### src/rtl/seq_divider_unsigned.sv
// ---------------------------------------------------------------------------
// seq_divider_unsigned
//
// Iterative unsigned restoring divider. Produces one quotient bit per clock,
// MSB first, and sits beside the combinational array multiplier in the
// arithmetic datapath.
//
// Ports:
//   clk          rising-edge clock
//   rst          synchronous, active-high reset (overrides everything)
//   start        request; only looked at while idle
//   dividend     unsigned dividend, captured when start is accepted
//   divisor      unsigned divisor, captured when start is accepted
//   busy         high while the iterative loop is running
//   done         one-cycle pulse; quotient/remainder/div_by_zero are valid
//   quotient     registered quotient (held until the next result)
//   remainder    registered remainder (held until the next result)
//   div_by_zero  registered flag: the captured divisor was zero
//   dbg_state    current FSM state (0=IDLE, 1=RUN, 2=FINISH)
//
// Handshake: start is a request that is accepted on any rising edge where
// the FSM is in IDLE and start=1; in every other state start is ignored.
// After acceptance busy stays high for WIDTH cycles (never for a zero
// divisor), then done pulses for exactly one cycle together with valid
// results. There is no back-pressure on done: the result simply holds on
// quotient/remainder/div_by_zero until the next accepted start overwrites it.
// ---------------------------------------------------------------------------
module seq_divider_unsigned #(
    parameter int WIDTH = 4
) (
    input  logic             clk,
    input  logic             rst,
    input  logic             start,
    input  logic [WIDTH-1:0] dividend,
    input  logic [WIDTH-1:0] divisor,
    output logic             busy,
    output logic             done,
    output logic [WIDTH-1:0] quotient,
    output logic [WIDTH-1:0] remainder,
    output logic             div_by_zero,
    output logic [1:0]       dbg_state
);

    localparam int CW = (WIDTH > 2) ? $clog2(WIDTH) : 1;

    typedef enum logic [1:0] {
        IDLE   = 2'd0,
        RUN    = 2'd1,
        FINISH = 2'd2
    } state_t;

    state_t           state;
    logic [CW-1:0]    cnt;
    logic [WIDTH-1:0] dvd_sr;   // dividend, shifted out MSB first
    logic [WIDTH-1:0] dvs;      // captured divisor
    logic [WIDTH:0]   prem;     // partial remainder
    logic [WIDTH-1:0] quo_sr;   // quotient bits collected so far

    // One restoring step. The shifted remainder is widened by one more bit
    // so that the top bit of the trial difference is a clean borrow flag.
    logic [WIDTH+1:0] trial;
    logic             fits;
    logic [WIDTH:0]   next_prem;
    logic [WIDTH-1:0] next_quo;

    always_comb begin
        trial     = {prem, dvd_sr[WIDTH-1]} - {2'b00, dvs};
        fits      = ~trial[WIDTH+1];
        next_prem = fits ? trial[WIDTH:0] : {prem[WIDTH-1:0], dvd_sr[WIDTH-1]};
        next_quo  = {quo_sr[WIDTH-2:0], fits};
    end

    assign dbg_state = state;

    always_ff @(posedge clk) begin
        if (rst) begin
            state       <= IDLE;
            cnt         <= '0;
            dvd_sr      <= '0;
            dvs         <= '0;
            prem        <= '0;
            quo_sr      <= '0;
            busy        <= 1'b0;
            done        <= 1'b0;
            quotient    <= '0;
            remainder   <= '0;
            div_by_zero <= 1'b0;
        end else begin
            case (state)
                IDLE: begin
                    busy <= 1'b0;
                    done <= 1'b0;
                    if (start) begin
                        dvd_sr      <= dividend;
                        dvs         <= divisor;
                        prem        <= '0;
                        quo_sr      <= '0;
                        div_by_zero <= 1'b0;
                        if (divisor == '0) begin
                            // Zero divisor: skip the loop and report the
                            // conventional all-ones quotient right away.
                            state       <= FINISH;
                            quotient    <= '1;
                            remainder   <= dividend;
                            div_by_zero <= 1'b1;
                            done        <= 1'b1;
                        end else begin
                            state <= RUN;
                            busy  <= 1'b1;
                            cnt   <= CW'(WIDTH - 1);
                        end
                    end
                end

                RUN: begin
                    prem   <= next_prem;
                    quo_sr <= next_quo;
                    dvd_sr <= {dvd_sr[WIDTH-2:0], 1'b0};
                    if (cnt == '0) begin
                        // Last step: publish the step's outputs directly so
                        // the result is valid in the FINISH cycle.
                        state     <= FINISH;
                        busy      <= 1'b0;
                        done      <= 1'b1;
                        quotient  <= next_quo;
                        remainder <= next_prem[WIDTH-1:0];
                    end else begin
                        cnt <= cnt - 1'b1;
                    end
                end

                FINISH: begin
                    busy  <= 1'b0;
                    done  <= 1'b0;
                    state <= IDLE;
                end

                default: begin
                    busy  <= 1'b0;
                    done  <= 1'b0;
                    state <= IDLE;
                end
            endcase
        end
    end

endmodule

### config.mk
export PLATFORM = sky130hd
export DESIGN_NAME = seq_divider_unsigned
export DESIGN_NICKNAME = d
export VERILOG_FILES = /design/src/rtl/seq_divider_unsigned.sv
export SDC_FILE = /design/constraint.sdc
export NUM_CORES = 1
export LEC_CHECK = 0
export CAP_MARGIN = 0
export CORE_MARGIN = 2
export CORE_UTILIZATION = 55
export DETAILED_ROUTE_END_ITERATION = 8
export PLACE_DENSITY_LB_ADDON = 0.25
export SKIP_CTS_REPAIR_TIMING = 1
export SLEW_MARGIN = 0
export SYNTH_ARGS = -nofsm -noshare
export SYNTH_HDL_FRONTEND = slang
export SYNTH_SLANG_ARGS = --single-unit
### constraint.sdc
create_clock -name clk -period 4 [get_ports clk]
set_input_delay 0.4 -clock clk [delete_from_list [all_inputs] [get_ports clk]]
set_output_delay 0.4 -clock clk [all_outputs]
set_load 0.03 [all_outputs]
# After elaboration in Yosys (flattened, before gate mapping)
# Index checks and enable logic that the tools add are counted.
[op_classes]
addsub = 2
n_eq_ne = 6
mux = 31
bitwise = 1
reduce_logical = 9
[ops]
columns = ["op", "count"]
rows = [
  ["two-way mux 4 bit", 7],
  ["one-hot mux 4 bit (2 select lines)", 3],
  ["two-way mux 2 bit", 6],
  ["two-way mux 5 bit", 2],
  ["inequality test 2 bit, second input constant", 5],
  ["one-hot mux 5 bit (2 select lines)", 1],
  ["one-hot mux 2 bit (2 select lines)", 2],
  ["AND reduction 4 bit", 2],
  ["two-way mux 1 bit", 6],
  ["one-hot mux 3 bit (2 select lines)", 1],
  ["AND reduction 2 bit", 3],
  ["subtractor 6 x 4 -> 6 bit", 1],
  ["zero test 2 bit", 2],
  ["zero test 4 bit", 1],
  ["one-hot mux 1 bit (2 select lines)", 2],
  ["two-way mux 3 bit", 1],
  ["== test 2 x 1 -> 1 bit, second input constant", 1],
  ["nonzero test 2 bit", 1],
  ["subtractor 2 x 1 -> 2 bit, second input constant", 1],
  ["NOT 1 bit", 1],
]
[word_totals]
regBits = 31
input_bits = 11
output_inout_bits = 13
elab_cells = 60

# Logic depth before layout (Yosys ltp)
# Gate-level depths: netlist (run 1).
[logic_depth]
depth_word = 4
depth_mapped = 8
ltp_nobuf = 8

# Worst setup path before layout (run 1)
# Ideal clock, no wire load.
[synth_path]
path_kind = "reg-to-reg"
from = "register dvs[1]"
to = "register prem[3]"
setup_time_ns = 0.088
t_arrival_ns = 1.723
required_ns = 3.912
path_slack_ns = 2.189
stages_incl_launch_ff = 8
path_buffers = 0
synth_period_minus_slack_ns = 1.811
path_cell_list = "dfxtp_1 -> inv_1 -> ha_1 -> nor2b_1 -> o2111ai_1 -> and3_1 -> nand3_1 -> a311oi_2"
[synth_via]
elab_chain_cells = 3
[synth_rtl]
columns = ["item", "line", "source"]
rows = [
  ["start, declared", "55", "logic [WIDTH-1:0] dvs;"],
  ["start signal, assigned", "95", "dvs <= divisor;"],
  ["subtractor 6 x 4 -> 6 bit", "67", "trial = {prem, dvd_sr[WIDTH-1]} - {2'b00, dvs};"],
  ["two-way mux 5 bit", "69", "next_prem = fits ? trial[WIDTH:0] : {prem[WIDTH-1:0], dvd_sr[WIDTH-1]};"],
  ["one-hot mux 5 bit (2 select lines)", "89", "case (state)"],
  ["end signal, assigned", "116", "prem <= next_prem;"],
  ["end, declared", "56", "logic [WIDTH:0] prem;"],
]
# Every way passes these cells.
# A chain may end at the register's enable or synchronous reset.

# Worst setup path after layout (run 1)
[layout_path]
from = "register prem[0]"
to = "register prem[0]"
[layout_via]
elab_chain_cells = 3
[layout_rtl]
columns = ["item", "line"]
rows = [
  ["subtractor 6 x 4 -> 6 bit", "67"],
  ["two-way mux 5 bit", "69"],
  ["one-hot mux 5 bit (2 select lines)", "89"],
]
# Every way passes these cells.

==> results_dict.tcl, run 1 <==
set metrics [dict create \
    grt_first_pass_wirelength_um 5740 \
    r2r-end "prem[0]$_SDFFE_PP0P_" \
    grt-ovfl-total 0 \
    fin_area_sq_mm 0.00185 \
    groute.usage.overall 0.229 \
    yosysTopAreaCell "dfxtp_1" \
    slowest_stage "dfxtp_1" \
    dpl_worst_slack_ns 1.67 \
    fp.dieArea_sq_mm 0.00329 \
    ys.flop_type "dfxtp_1" \
    crit_chain "ha_1, nor2b_1, o2111ai_1, and3_1, nand3b_1, a311oi_1" \
    cts_root_buffer "clkbuf_4" \
    path_buf_inv 0 \
    drtAntennaViolNets 0 \
    arrival_ns 2.37 \
    holdCritPathClass "flop to flop" \
    use_met1 0.266 \
    grt_pass1_vias 1316 \
    dieHeight_um 57.3 \
    portBuffers 23 \
    r2r_start "prem[0]$_SDFFE_PP0P_" \
    min-delay-start "dvd_sr[1]$_SDFFE_PP0P_" \
    viasPerCell 5.91 \
    met3_usage 0.0703 \
    critPathCaptureType "flop" \
    criticalPathCategory "flop to flop" \
    worst-path-max-fanout 5 \
    syn_inst 177 \
    status "finished clean" \
    yosys-top-cells-count "dfxtp_1, nor2_1, nand2_1" \
    synth_top_area_frac 0.396 \
    maxSlewHeadroom 0.222 \
    worst_setup_path_start_kind "flop" \
    clkSinkCount 31 \
    pwr_density_cell_mw_per_mm2 436 \
    fillers 236 \
    drt_wl_total_um 3470 \
    yosysWarnings 0 \
    crit_family "compound AO/OA/AOI/OAI gates" \
    cts_buffers 5 \
    setup_viol 0 \
    r2r_setup_slack_ns 1.86 \
    multiInputGateArea_sq_um 873 \
    synth_edf_count 0 \
    synthArstFlopShare 0 \
    ff2ff_path_depth 6 \
    finalCritPeriodShare 0.534 \
    antenna_found_initial 0 \
    required_ns 4.23 \
    seq_area_frac_synth 0.396 \
    finalMaxSlewViolations 0 \
    rows 19 \
    ios 24 \
    leakagePower_uw 0.000653 \
    setup_ws_ns 1.86 \
    wl_per_cell_um 15.1 \
    ys_ff_latch 31 \
    use_met2 0.380 \
    post_dp_cell_area_sq_mm 0.00180 \
    slowest_delay_ns 0.47 \
    clk_path_buf_depth 2 \
    cp.depth 6 \
    drc 0 \
    post-route-min-period_ns 2.14 \
    min_to "dvd_sr[1]$_SDFFE_PP0P_" \
    drt-pass1-iter-count 4 \
    drt_iter0_markers 43 \
    dp_hpwl_um 2560 \
    worstMarginPinSlew_ns 1.16 \
    syn-cell-area_sq_mm 0.00157 \
    nets 216 \
    regArea_sq_um 621 \
    ir_drop_mv 0.304 \
    htreeDepth 2 \
    cts_tree "built" \
    place_congestion 0.836 \
    min_path_cells 2 \
    core_area_sq_mm 0.00273 \
    setup-tns-final_ns 0 \
    start_util 0.573 \
    grt_max_degree 32 \
    busiest_layer "met2" \
    synth.area.top_cells "dfxtp_1, nor2_1, nand2_1" \
    num_antenna_cells 0 \
    vias 1360 \
    fmax_ghz 0.468 \
    drive_above_1_share 0.0955 \
    cts.clk_slew.worst_paths_ns 0.09 \
    cap_viol_max_count 0 \
    skew_ns 0.0148 \
    dieWidth_um 57.3 \
    clk_latency_ns 0.34 \
    synth.distinct_cells 41 \
    finalHoldViolCount 0 \
    syn_to_final_growth_pct 18.4 \
    synth_area_per_cell_sq_um 8.84 \
    yosysMostFrequentCell "dfxtp_1" \
    grt_setup_unrepaired "false" \
    synth_fp_nets 194 \
]
[worst max-delay path by stage]
stage	end	from
after floorplan	prem[3]$_SDFFE_PP0P_	dvs[1]$_SDFFE_PP0P_
after CTS	dbg_state[0]	dbg_state[0]$_SDFFE_PP0P_
after detailed placement	quotient[0]$_SDFFE_PP0P_	divisor[3]
final	prem[0]$_SDFFE_PP0P_	prem[0]$_SDFFE_PP0P_
after global placement	remainder[3]$_SDFFE_PP0P_	divisor[3]
after global routing	prem[0]$_SDFFE_PP0P_	prem[0]$_SDFFE_PP0P_
[power breakdown]
part           total (uW)  leakage [uW]  internal (uW)  switching [uW]
sequential            363      0.000254            337            26.5
clock                 187     0.0000341           81.2             106
combinational         257      0.000365            111             146
total                 808      0.000653            529             279
[flip-flops by register name (all words and copies together) (netlist names)]
register,count
prem,5
dvd_sr,4
dvs,4
quotient,4
remainder,4
quo_sr,3
cnt,2
dbg_state,2
busy,1
div_by_zero,1
done,1
[worst register-to-register path, cell delays in order (launching register included)]
cell and delay (ns):
dfxtp_1 0.47, ha_1 0.28, nor2b_1 0.16, o2111ai_1 0.36, and3_1 0.33, nand3b_1 0.14, a311oi_1 0.29
[cell type report]
cell class,count,share of cell area
multi-input cells,130,0.471
clock buffers,6,0.0277
well taps,31,0.0209
flip-flops and latches,31,0.335
repair buffers,24,0.128
inverters,7,0.0142
clock inverters,1,0.00270
[cells in the final DEF, fill, tap and decap left out, types with 3 or more instances in the layout]
master and count:
dfxtp_1 31, nor2_1 24, clkdlybuf4s50_1 23, nand2_1 21
a21oi_1 13, nand3_1 11, a311oi_1 8, inv_1 7
a211oi_1 5, ha_1 5, clkbuf_4 5, nor2b_1 4
a22oi_1 4, a211oi_2 3, or3_1 3, o31a_1 3
[layer usage]
| metal | routed length (um) | share of wire |
|---|---|---|
| met3 | 189 | 0.054 |
| met4 | 61 | 0.018 |
| met1 | 1530 | 0.44 |
| met2 | 1690 | 0.49 |
| met5 | 0 | 0 |
[cell families (layout without fill, tap and decap cells)]
logic type / count (synthesis) / in the layout / synth area share
AND/OR/NAND/NOR: 72 / 72 / 0.226
AO/OA/AOI/OAI: 49 / 49 / 0.261
flip-flops: 31 / 31 / 0.396
buffers and inverters: 16 / 38 / 0.0456
adder cells (fa/ha/maj): 6 / 6 / 0.0528
XOR/XNOR: 2 / 2 / 0.0112
multiplexers: 1 / 1 / 0.00640
[through the flow]
step                std cells   util  power (uW)  hold slack [ns]
floorplan                 177      -         554            0.436
global placement          223  0.657         614            0.443
detailed placement        223  0.657         625            0.450
CTS                       230  0.678         809            0.463
global route              230  0.678         849            0.483
finish                    230  0.678         808            0.460
No activity file was read; power rests on OpenSTA's default activity.
==> run 2, diff against run 1 <==
CORE_UTILIZATION = 53   (was 55)
clock period = 2.2 ns   (was 4 ns; I/O delays follow)
==> run 2 against run 1 <==
Net effect: setup slack worse by 1.6 ns; sequential share of layout area down 0.66 points; clock power up 68%; clock-buffer cell count up 1; wire length down 1.7%; power up 79%; via count up 3.5%; final area up 2.0%; final cell count up 2.6%; register-to-register slack worse by 1.6 ns; largest power group unchanged.
==> results_dict.tcl, run 2 (synthesis results as in run 1) <==
set metrics [dict create \
    top_register "prem" \
    pwr_density_cell_mw_per_mm2 767 \
    slowest_stage "ha_1" \
    worstMarginPinSlew_ns 0.484 \
    holdCritPathClass "flop to flop" \
    clk_path_buf_depth 2 \
    htreeDepth 2 \
    grt_setup_unrepaired "false" \
    final_common_cell "dfxtp_1" \
    post-route-min-period_ns 1.96 \
    ir_drop_mv 0.620 \
    drt_wl_total_um 3410 \
    leakagePower_uw 0.000674 \
    fp.dieArea_sq_mm 0.00340 \
    clk_latency_ns 0.33 \
    finalCritPeriodShare 0.892 \
    maxSlewHeadroom 0.677 \
    setup_viol 0 \
    slowest_delay_ns 0.38 \
    cts.clk_slew.worst_paths_ns 0.09 \
    finalNonFillerCells 236 \
    ff2ff_path_depth 7 \
    ios 24 \
    cts_buffers 5 \
    antenna_found_initial 0 \
    skew_ns 0.0113 \
    whs_ns 0.458 \
    vias 1407 \
    crit_chain "inv_1, ha_1, a211o_1, nand2_1, and3_1, nand3b_1, a311oi_1" \
    dp.cells 228 \
    required_ns 2.44 \
    drtAntennaViolNets 0 \
    drc 0 \
    post_dp_cell_area_sq_mm 0.00183 \
    status "finished clean" \
    cap_viol_max_count 0 \
    final_cell_mix "dfxtp_1, nor2_1, clkdlybuf4s50_1" \
    largest_register_ffs 5 \
    criticalPathCategory "flop to flop" \
    start_util 0.563 \
    rows 19 \
    critPathCaptureType "flop" \
    dieWidth_um 58.3 \
    portBuffers 23 \
    wl_per_cell_um 14.4 \
    cts_tree "built" \
    arrival_ns 2.20 \
    fmax_ghz 0.510 \
    drive_above_1_share 0.117 \
    grt-ovfl-total 0 \
    worst-path-max-fanout 5 \
    finalMaxSlewViolations 0 \
    drt-pass1-iter-count 5 \
    nets 221 \
    totalPowerFinal_uw 1450 \
    dieHeight_um 58.3 \
    viasPerCell 5.96 \
    fin_area_sq_mm 0.00189 \
    min_path_cells 2 \
    num_antenna_cells 0 \
    place_congestion 0.845 \
    syn_to_final_growth_pct 20.8 \
    grt_first_pass_wirelength_um 5640 \
    finalHoldViolCount 0 \
    fillers 245 \
    clkSinkCount 31 \
    worst_setup_path_start_kind "flop" \
    setup-tns-final_ns 0 \
    grt_max_degree 32 \
    cts_root_buffer "clkbuf_4" \
    core_area_sq_mm 0.00278 \
    dp_hpwl_um 2500 \
    drt_iter0_markers 54 \
    groute.usage.overall 0.221 \
    grt_pass1_vias 1268 \
]
==> run 2: final timing paths <==
check | slack [ns] | startpoint | endpoint
max | 0.24 | dvs[3]$_SDFFE_PP0P_ | prem[0]$_SDFFE_PP0P_
min | 0.46 | dvs[1]$_SDFFE_PP0P_ | dvs[1]$_SDFFE_PP0P_
max reg2reg | 0.24 | dvs[3]$_SDFFE_PP0P_ | prem[0]$_SDFFE_PP0P_
min reg2reg | 0.46 | dvs[1]$_SDFFE_PP0P_ | dvs[1]$_SDFFE_PP0P_
==> run 2: worst max-delay path, delay by kind of cell, from the launching register on <==
family,cells,cell delay [ns]
fa+ha+maj,1,0.38
compound gates,2,0.60
flops,1,0.34
buf+inv,1,0.05
simple gates,3,0.52
==> run 2: power breakdown <==
group / total (uW) / leakage [uW] / internal, uW / switching [uW]
Sequential: 656 / 0.000254 / 612 / 43.2
Combinational: 481 / 0.000391 / 210 / 271
Clock: 314 / 0.0000293 / 124 / 189
Total: 1450 / 0.000674 / 947 / 504
==> run 2: routing by layer <==
| layer | vias up | GRT usage | part of all wire |
|---|---|---|---|
| li1 | 697 | - | - |
| met1 | 660 | 0.271 | 0.43 |
| met2 | 44 | 0.368 | 0.50 |
| met3 | 6 | 0.0659 | 0.059 |
| met4 | 0 | 0.0797 | 0.013 |
| met5 | - | 0 | 0 |
==> run 2: layout make-up <==
class	count	area (sq um)	area share
multi-input combinational	130	880	0.465
sequential	31	621	0.328
timing repair buffer	29	275	0.146
clock buffer	7	45.0	0.0238
tap	31	38.8	0.0205
inverter	7	26.3	0.0139
clock inverter	1	5.00	0.00265
==> run 2: metrics by stage <==
step / setup WS, ns / util
floorplan: 0.389 / -
global placement: 0.198 / 0.659
detailed placement: 0.186 / 0.659
CTS: 0.199 / 0.677
global route: 0.0805 / 0.680
finish: 0.237 / 0.680
==> run 3, diff against run 2 <==
CORE_UTILIZATION = 55   (was 53)
CTS_BUF_LIST = sky130_fd_sc_hd__clkbuf_4   (was unset)
==> run 3 against run 2 <==
Net effect: non-clock buffer count decreased by 1; flip-flop and latch count stayed put; sequential power is 0.6% higher; largest cell class unchanged; highest routed layer unchanged.
==> results_dict.tcl, run 3 (synthesis results as in run 1) <==
set metrics [dict create \
    status "finished clean" \
    maxSlewHeadroom 0.699 \
    place_congestion 0.917 \
    final_common_cell "dfxtp_1" \
    crit_start "prem[0]$_SDFFE_PP0P_" \
    antenna_found_initial 0 \
    r2r-end "prem[0]$_SDFFE_PP0P_" \
    ff2ff_path_depth 6 \
    drive_above_1_share 0.108 \
    leakagePower_uw 0.000668 \
    viasPerCell 6.10 \
    drc 0 \
    arrival_ns 2.27 \
    htreeDepth 2 \
    cts_buffers 5 \
    min_to "cnt[0]$_SDFFE_PP0P_" \
    setup_viol 0 \
    critPathCaptureType "flop" \
    portBuffers 23 \
    groute.usage.overall 0.239 \
    grt_first_pass_wirelength_um 6040 \
    top_register "prem" \
    start_util 0.573 \
    cap_viol_max_count 0 \
    dieWidth_um 57.3 \
    cts.clk_slew.worst_paths_ns 0.09 \
    fillers 235 \
    fp.dieArea_sq_mm 0.00329 \
    min-delay-start "cnt[0]$_SDFFE_PP0P_" \
    vias 1428 \
    finalMaxSlewViolations 0 \
    ir_drop_mv 0.616 \
    skew_ns 0.00382 \
    r2r_start "prem[0]$_SDFFE_PP0P_" \
    pwr_density_cell_mw_per_mm2 765 \
    setup-tns-final_ns 0 \
    finalHoldViolCount 0 \
    clk_path_buf_depth 2 \
    nets 220 \
    drtAntennaViolNets 0 \
    r2r_setup_slack_ns 0.16 \
    ios 24 \
    worst-path-max-fanout 5 \
    holdCritPathClass "flop to flop" \
    num_antenna_cells 0 \
    clk_latency_ns 0.32 \
    worstMarginPinSlew_ns 0.452 \
    dieHeight_um 57.3 \
    grt_setup_unrepaired "false" \
    core_area_sq_mm 0.00273 \
    criticalPathCategory "flop to flop" \
    cts_tree "built" \
    required_ns 2.43 \
    cts_root_buffer "clkbuf_4" \
    whs_ns 0.462 \
    finalCritPeriodShare 0.926 \
    final_cell_mix "dfxtp_1, nor2_1, clkdlybuf4s50_1" \
    fmax_ghz 0.491 \
    grt_max_degree 32 \
    worst_setup_path_start_kind "flop" \
    post-route-min-period_ns 2.04 \
    drt_wl_total_um 3600 \
    min_path_cells 1 \
    rows 19 \
    syn_to_final_growth_pct 19.7 \
    clkSinkCount 31 \
    drt-pass1-iter-count 4 \
    largest_register_ffs 5 \
    wl_per_cell_um 15.4 \
    dp_hpwl_um 2740 \
    grt_pass1_vias 1377 \
    drt_iter0_markers 40 \
    grt-ovfl-total 0 \
]
==> run 3: cell types whose count changed in the layout (fill, tap and decap cells not counted), sizes merged <==
cell,change
buf,-1
clkbuf,-2
clkinv,+1
==> run 3: layout make-up <==
class | instances | area (sq um) | share of cell area
multi-input cells | 130 | 873 | 0.466
flip-flops and latches | 31 | 621 | 0.331
repair buffers | 28 | 268 | 0.143
well taps | 31 | 38.8 | 0.0207
clock buffers | 5 | 37.5 | 0.0200
inverters | 7 | 26.3 | 0.0140
clock inverters | 2 | 8.76 | 0.00468
==> run 3: per-layer routing <==
| metal | vias to the layer above | wire [um] | GRT usage |
|---|---|---|---|
| li1 | 697 | - | - |
| met1 | 668 | 1410 | 0.272 |
| met2 | 55 | 1900 | 0.417 |
| met3 | 8 | 238 | 0.0658 |
| met4 | 0 | 55 | 0.0997 |
| met5 | - | 0 | 0 |
==> run 3: where the power goes <==
part / internal, uW / switching (uW)
Sequential: 612 / 47.3
Clock: 113 / 181
Combinational: 208 / 271
Total: 933 / 500
==> run 3: worst max-delay path by stage <==
stage,to
floorplan,prem[3]$_SDFFE_PP0P_
global placement,remainder[0]$_SDFFE_PP0P_
detailed placement,remainder[2]$_SDFFE_PP0P_
CTS,prem[0]$_SDFFE_PP0P_
global route,prem[0]$_SDFFE_PP0P_
finish,prem[0]$_SDFFE_PP0P_
==> run 3: worst max-delay path: stages, from the launching register on <==
cell	delay [ns]
dfxtp_1	0.44
ha_1	0.27
nor2b_1	0.16
o2111ai_1	0.32
and3_1	0.31
nand3b_1	0.13
a311oi_1	0.30
==> run 3: per-stage QoR <==
step                       util  instances  total power (uW)  setup slack (ns)  instance area, sq um
after detailed placement  0.668        227              1150             0.145                  1830
after global routing      0.685        234              1510            0.0312                  1870
after global placement    0.668        227              1130             0.200                  1830
after CTS                 0.685        234              1440             0.179                  1870
final                     0.685        234              1430             0.163                  1870
after floorplan               -        177              1010             0.389                  1570
